$ cat config.mk
export PLATFORM = sky130hd
export DESIGN_NAME = fm_phase_discriminator
export DESIGN_NICKNAME = d
export VERILOG_FILES = /design/src/rtl/fm_phase_discriminator.sv
export SDC_FILE = /design/constraint.sdc
export NUM_CORES = 1
export LEC_CHECK = 0
export CORE_AREA = 4 4 110 112
export DETAILED_ROUTE_END_ITERATION = 8
export DIE_AREA = 0 0 114 116
export REMOVE_ABC_BUFFERS = 1
export SYNTH_ARGS = -nofsm -noshare
export SYNTH_HDL_FRONTEND = slang
export SYNTH_SLANG_ARGS = --single-unit
$ cat constraint.sdc
create_clock -name s00_axis_aclk -period 7.5 [get_ports s00_axis_aclk]
set_input_delay 1.5 -clock s00_axis_aclk [delete_from_list [all_inputs] [get_ports s00_axis_aclk]]
set_output_delay 1.5 -clock s00_axis_aclk [all_outputs]
set_load 0.02 [all_outputs]
$ cat src/rtl/fm_phase_discriminator.sv
`default_nettype none
// ============================================================================
// Module      : fm_phase_discriminator
// Description : FM discriminator. Takes a stream of MSB-aligned phase angles
//               and emits the signed phase step between consecutive samples.
//               The steps are averaged over 2^DECIM_LOG2 samples by an
//               integrate-and-dump decimator.
//
//   s00_axis_aclk      in   single clock
//   s00_axis_areset    in   synchronous active-high reset
//   s00_axis_t*        in   angle stream; angle in tdata[31 -: ANGLE_WIDTH]
//   m00_axis_t*        out  frequency stream, sign-extended to 32 bits
//   primed             out  a previous angle is held for differencing
//
// Revision    : 1.0 - initial release
// ============================================================================
module fm_phase_discriminator #(
    parameter int ANGLE_WIDTH = 16,
    parameter int DECIM_LOG2  = 2,
    parameter int GAIN_SHIFT  = 0
) (
    input  logic        s00_axis_aclk,
    input  logic        s00_axis_areset,
    input  logic        s00_axis_tvalid,
    output logic        s00_axis_tready,
    input  logic [31:0] s00_axis_tdata,
    input  logic [3:0]  s00_axis_tstrb,
    input  logic        s00_axis_tlast,
    output logic        m00_axis_tvalid,
    input  logic        m00_axis_tready,
    output logic [31:0] m00_axis_tdata,
    output logic [3:0]  m00_axis_tstrb,
    output logic        m00_axis_tlast,
    output logic        primed
);

    // The accumulator carries DECIM_LOG2 guard bits, enough for a full
    // window of worst-case steps.
    localparam int                 c_ACC_W   = ANGLE_WIDTH + DECIM_LOG2;
    localparam int                 c_CNT_W   = (DECIM_LOG2 > 0) ? DECIM_LOG2 : 1;
    localparam logic [c_CNT_W-1:0] c_CNT_MAX = c_CNT_W'((1 << DECIM_LOG2) - 1);
    localparam int                 c_SHIFT   = DECIM_LOG2 + GAIN_SHIFT;

    logic [ANGLE_WIDTH-1:0]    r_prev;
    logic                      r_primed;
    logic signed [c_ACC_W-1:0] r_acc;
    logic [c_CNT_W-1:0]        r_cnt;
    logic                      r_tvalid;
    logic [31:0]               r_tdata;
    logic [3:0]                r_tstrb;
    logic                      r_tlast;

    logic [ANGLE_WIDTH-1:0]    w_angle;
    logic signed [ANGLE_WIDTH-1:0] w_diff;
    logic signed [c_ACC_W-1:0] w_acc_base;
    logic signed [c_ACC_W-1:0] w_acc_next;
    logic signed [c_ACC_W-1:0] w_scaled;
    logic                      w_in_fire;
    logic                      w_out_fire;
    logic                      w_dump;
    logic                      w_unused;

    assign w_angle = s00_axis_tdata[31 -: ANGLE_WIDTH];

    // Modular subtraction at the native angle width resolves wrap-around:
    // the result is the shortest signed step around the circle.
    assign w_diff = w_angle - r_prev;

    // A new window starts from zero instead of clearing r_acc on dump.
    assign w_acc_base = (r_cnt == '0) ? '0 : r_acc;
    assign w_acc_next = w_acc_base + c_ACC_W'(w_diff);

    // Windows closed early by tlast are still divided by the full DECIM.
    assign w_scaled = w_acc_next >>> c_SHIFT;

    assign w_dump     = (r_cnt == c_CNT_MAX) || s00_axis_tlast;
    assign w_in_fire  = s00_axis_tvalid && s00_axis_tready;
    assign w_out_fire = r_tvalid && m00_axis_tready;

    assign s00_axis_tready = !r_tvalid || m00_axis_tready;

    assign m00_axis_tvalid = r_tvalid;
    assign m00_axis_tdata  = r_tdata;
    assign m00_axis_tstrb  = r_tstrb;
    assign m00_axis_tlast  = r_tlast;
    assign primed          = r_primed;

    assign w_unused = ^{s00_axis_tstrb, s00_axis_tdata[31-ANGLE_WIDTH:0]};

    always_ff @(posedge s00_axis_aclk) begin
        if (s00_axis_areset) begin
            r_prev   <= '0;
            r_primed <= 1'b0;
            r_acc    <= '0;
            r_cnt    <= '0;
            r_tvalid <= 1'b0;
            r_tdata  <= '0;
            r_tstrb  <= '0;
            r_tlast  <= 1'b0;
        end else begin
            if (w_out_fire) begin
                r_tvalid <= 1'b0;
            end
            if (w_in_fire) begin
                r_prev <= w_angle;
                if (!r_primed) begin
                    r_primed <= 1'b1;
                end else begin
                    r_acc <= w_acc_next;
                    if (w_dump) begin
                        // Overrides the handshake clear above so a
                        // back-to-back dump keeps tvalid high.
                        r_tdata  <= 32'(w_scaled);
                        r_tvalid <= 1'b1;
                        r_tlast  <= s00_axis_tlast;
                        r_tstrb  <= 4'hF;
                        r_cnt    <= '0;
                    end else begin
                        r_cnt <= r_cnt + c_CNT_W'(1);
                    end
                end
                // End of packet: the next packet re-primes on its first beat.
                if (s00_axis_tlast) begin
                    r_primed <= 1'b0;
                end
            end
        end
    end

endmodule
`default_nettype wire

[Word-level counts from Yosys, hierarchy flattened]
Index checks and enable logic that the tools add are counted.
Storage, ports and cells
  register bits: 56
  output and inout bits: 40
  bits of input ports: 41
  word-level logic and storage cells: 27
Operators by class
  add/sub/neg operators: 3
  equal/unequal tests: 1
  multiplexer cells: 7
  reductions and logical operators: 8
Operators with widths (number)
  18-bit by 16-bit adder with 18-bit output: 1
  18-bit two-way mux: 1
  16-bit subtractor: 1
  1-bit two-way mux: 5
  3-bit AND reduction: 1
  2-bit by 1-bit adder with 2-bit output (second input constant): 1
  2-bit equality test (second input constant): 1
  1-bit logical AND: 2
  2-bit logical NOT: 1
  1-bit logical OR: 2
  2-bit two-way mux: 1
  2-bit AND reduction: 1
  1-bit logical NOT: 1

[Logic depth before layout (Yosys ltp)]
  depth after elaboration: 5
  depth in mapped cells: 21
  depth with buffers taken out: 21

[Worst setup path after synthesis]
OpenSTA, ideal clock, no wires.
  path kind: input -> register
  start: input port s00_axis_tdata[16]
  end: register m00_axis_tdata[15] (netlist name)
  path slack: 2483 ps
  stages: 21
  arrival: 4896 ps
  data required time: 7378 ps
  library setup time: 122 ps
  path through: inv_1 ha_1 inv_1 fa_1 a21o_1 a21o_1 a21oi_1 o21ai_0 a211oi_1 o31ai_1 a21oi_1 xnor2_1 ha_1 and2_1 nor2_1 nand2_1 o31ai_1 a21oi_1 xor2_1 nor4b_2 a221o_1
Between the ends
  longest elaborated chain between the ends: 2
RTL lines
  start: declaration: RTL line 26  | input logic [31:0] s00_axis_tdata,
  16-bit subtractor: RTL line 67  | assign w_diff = w_angle - r_prev;
  18-bit by 16-bit adder with 18-bit output: RTL line 71  | assign w_acc_next = w_acc_base + c_ACC_W'(w_diff);
Every way passes these cells.
A chain may end at the register's enable or synchronous reset.

[Worst setup path in the final report]
  start: input port s00_axis_tdata[16]
  end: register m00_axis_tdata[15] (netlist name)
Between the ends
  longest elaborated chain between the ends: 2
RTL lines (RTL line)
  16-bit subtractor: 67
  18-bit by 16-bit adder with 18-bit output: 71
Every way passes these cells.

==> results.json <==
{
  "route.antenna.remaining_nets": 0,
  "async_flop_share_pct": 0,
  "htree_levels": 2,
  "cap_violations": 0,
  "cts_sinks": 56,
  "nets": 615,
  "wl_mm": 8.39,
  "synth_compound_area_share_pct": 19.7,
  "die_h_um": 116,
  "synth_area_um2": 3800,
  "pwr-share-comb_pct": 26.7,
  "post-place-ws_ns": 1.57,
  "max-slew-margin-rel_pct": 36.6,
  "clk-insertion-delay-late_ns": 0.30,
  "power.internal_mw": 0.520,
  "place.gp.congestion": 0.874,
  "fp.coreArea_um2": 11200,
  "finalInstanceArea_um2": 4530,
  "yosysWarnings": 0,
  "die_x_um": 114,
  "synth_edf_count": 0,
  "switching_power_mw": 0.239,
  "hp-class": "reg -> reg",
  "synthAdderAreaFrac_pct": 12.3,
  "viasPerCell": 4.87,
  "skew_ns": 0.00604,
  "multi_input_comb_area_um2": 2370,
  "row_count": 39,
  "rsz0062_at_grt": "false",
  "antenna_found_initial": 0,
  "seq_area_um2": 1120,
  "cp_max_fo": 5,
  "drv_slew": 0,
  "firstDrtPassIters": 4,
  "die_area_um2": 13200,
  "worst_slew_pin_slew_ns": 0.951,
  "portBuffers": 60,
  "start_util_pct": 33.8,
  "area_growth_pct": 19.3,
  "swShare_pct": 31.5,
  "mostFrequentLayoutCells": "106 x nand2_1, 66 x a21oi_1, 59 x clkdlybuf4s50_1",
  "drive_gt1_share_pct": 3.53,
  "status": "finished clean",
  "postCtsHoldBufs": 0,
  "muxShareOfSynthArea_pct": 0.264,
  "finalWorstSetupSlack_ns": 1.82,
  "vias": 3324,
  "post-dp-hpwl_mm": 6.35,
  "criticalPathCategory": "in -> reg",
  "final.min_clock_period_ns": 5.68,
  "wl_per_cell_um": 12.3,
  "fin_tns_setup_ns": 0,
  "syn_avg_cell_area_um2": 7.51,
  "total_power_mw": 0.759,
  "p_leak_nw": 1.70,
  "ys.flop_type": "dfxtp_1",
  "seq_area_frac_synth_pct": 29.5,
  "post-cts-setup-buffer-count": 0,
  "crit_path_start_kind": "input pin",
  "root_buffer": "clkbuf_16",
  "vdd_drop_max_mv": 0.122,
  "final_common_cell": "nand2_1",
  "cts_buffer_depth": 2,
  "power_frac_seq_pct": 41.4,
  "antennaDiodeCount": 0,
  "fin_crit_sh_pct": 75.7,
  "crit_arrival_ns": 5.87,
  "clkPwrFrac_pct": 31.9,
  "fillers": 1190,
  "postSynthCellCount": 506,
  "drt-initial-drc-count": 107,
  "synthXorXnorAreaFrac_pct": 6.46,
  "cp.required_ns": 7.69,
  "cts_tree": "yes",
  "grt_max_degree": 63,
  "cts_buffers": 5,
  "ys_seq_elements": 56,
  "post_dp_cell_area_um2": 4380,
  "grt_pass1_vias": 3274,
  "drc_errors": 0,
  "io_pins": 81,
  "synth-simple-area-share_pct": 23.6,
  "cts_resized": 0,
  "finalSetupViolCount": 0,
  "grt_pass1_wl_mm": 14.6,
  "grtUsageTotal_pct": 13.2,
  "overflow": 0,
  "p_per_area_nw_per_um2": 167,
  "critPathCaptureType": "register",
  "synth_top_family_by_area": "simple AND/OR/NAND/NOR gates",
  "max_freq_ghz": 0.176,
  "synth_cell_types": 43,
  "hold_viol": 0,
  "path_clk_slew_ns": 0.07
}
## cell usage after synthesis, types with 3 or more instances
cell type  number  share of area [%]
a31oi_1         5               0.82
nor2b_1        21                3.5
nor3_1          7               0.92
nand3_1         8                1.1
xor2_1         11                2.5
dfxtp_1        56                 30
a21oi_1        66                8.7
or3_1           4               0.66
a211oi_1       11                2.2
xnor2_1        17                3.9
or4_1           3               0.59
buf_4          19                3.8
nor2_1         30                3.0
clkbuf_1       17                1.7
and2_1          3               0.49
o21ai_0        14                1.8
o31ai_1         3               0.59
ha_1           34                 11
inv_1          26                2.6
a21o_1          8                1.6
nand2_1       106                 10
nand2b_1        5               0.82
nor3b_1         3               0.59
## cells by family (layout without fill, tap and decap cells)
logic type      Yosys count  in the layout
buf+inv                  64             97
mux                       1              1
xor+xnor                 28             28
fa+ha+maj                36             36
flops                    56             56
simple gates            198            198
compound gates          123            123
## final cells by class
type,count,share of cell area (%)
multi-input cells,386,52.2
clock buffers,5,2.76
well taps,143,3.95
inverters,26,2.15
repair buffers,63,13.6
clock inverters,3,0.525
flip-flops and latches,56,24.7
## worst max-delay path: stages
cell	delay, ns
clkdlybuf4s50_1	0.41
inv_1	0.06
ha_1	0.15
inv_1	0.05
fa_1	0.41
a21o_1	0.18
a21o_1	0.20
a21oi_1	0.19
o21ai_0	0.20
a211oi_1	0.36
o31ai_1	0.13
a21oi_1	0.18
xnor2_1	0.15
ha_1	0.31
and2_1	0.18
nor2_1	0.08
nand2_1	0.08
o31ai_1	0.21
a21oi_1	0.08
xor2_1	0.38
nor4b_2	0.09
a221o_1	0.27
## registers in the layout (all words and copies together) (netlist names)
name             cells
r_prev              16
r_cnt                2
r_acc               18
primed               1
m00_axis_tvalid      1
m00_axis_tlast       1
m00_axis_tdata      16
m00_axis_tstrb       1
## stage by stage
step / utilization [%] / hold WS [ns] / std cells
after global placement: 39.0 / 0.438 / 674
after detailed placement: 39.0 / 0.444 / 674
after CTS: 40.4 / 0.455 / 682
after global routing: 40.4 / 0.475 / 682
final: 40.4 / 0.451 / 682
after floorplan: - / 0.426 / 468
## worst paths after layout
path | slack (ns) | from | cells past startpoint | endpoint
worst min-delay path | 0.45 | r_acc[9] | 2 | r_acc[9]
worst max register to register | 3.17 | r_prev[0] | 20 | m00_axis_tdata[15]
worst max-delay path | 1.82 | s00_axis_tdata[16] | 22 | m00_axis_tdata[15]
worst min register to register | 0.45 | r_acc[9] | 2 | r_acc[9]
## power by group through the flow
stage | logic [mW] | clock network (mW) | registers (mW)
floorplan | 0.140 | 0 | 0.326
global placement | 0.201 | 0 | 0.321
detailed placement | 0.204 | 0 | 0.322
CTS | 0.205 | 0.250 | 0.315
global route | 0.231 | 0.264 | 0.316
finish | 0.203 | 0.242 | 0.314
## per-layer routing
metal	up-vias	track usage, %	share of wire, %
li1	1763	-	-
met5	-	0	0
met1	1503	16.1	47
met4	0	3.09	1.7
met3	12	3.03	3.1
met2	46	23.6	49
(Power assumes the default switching activity.)
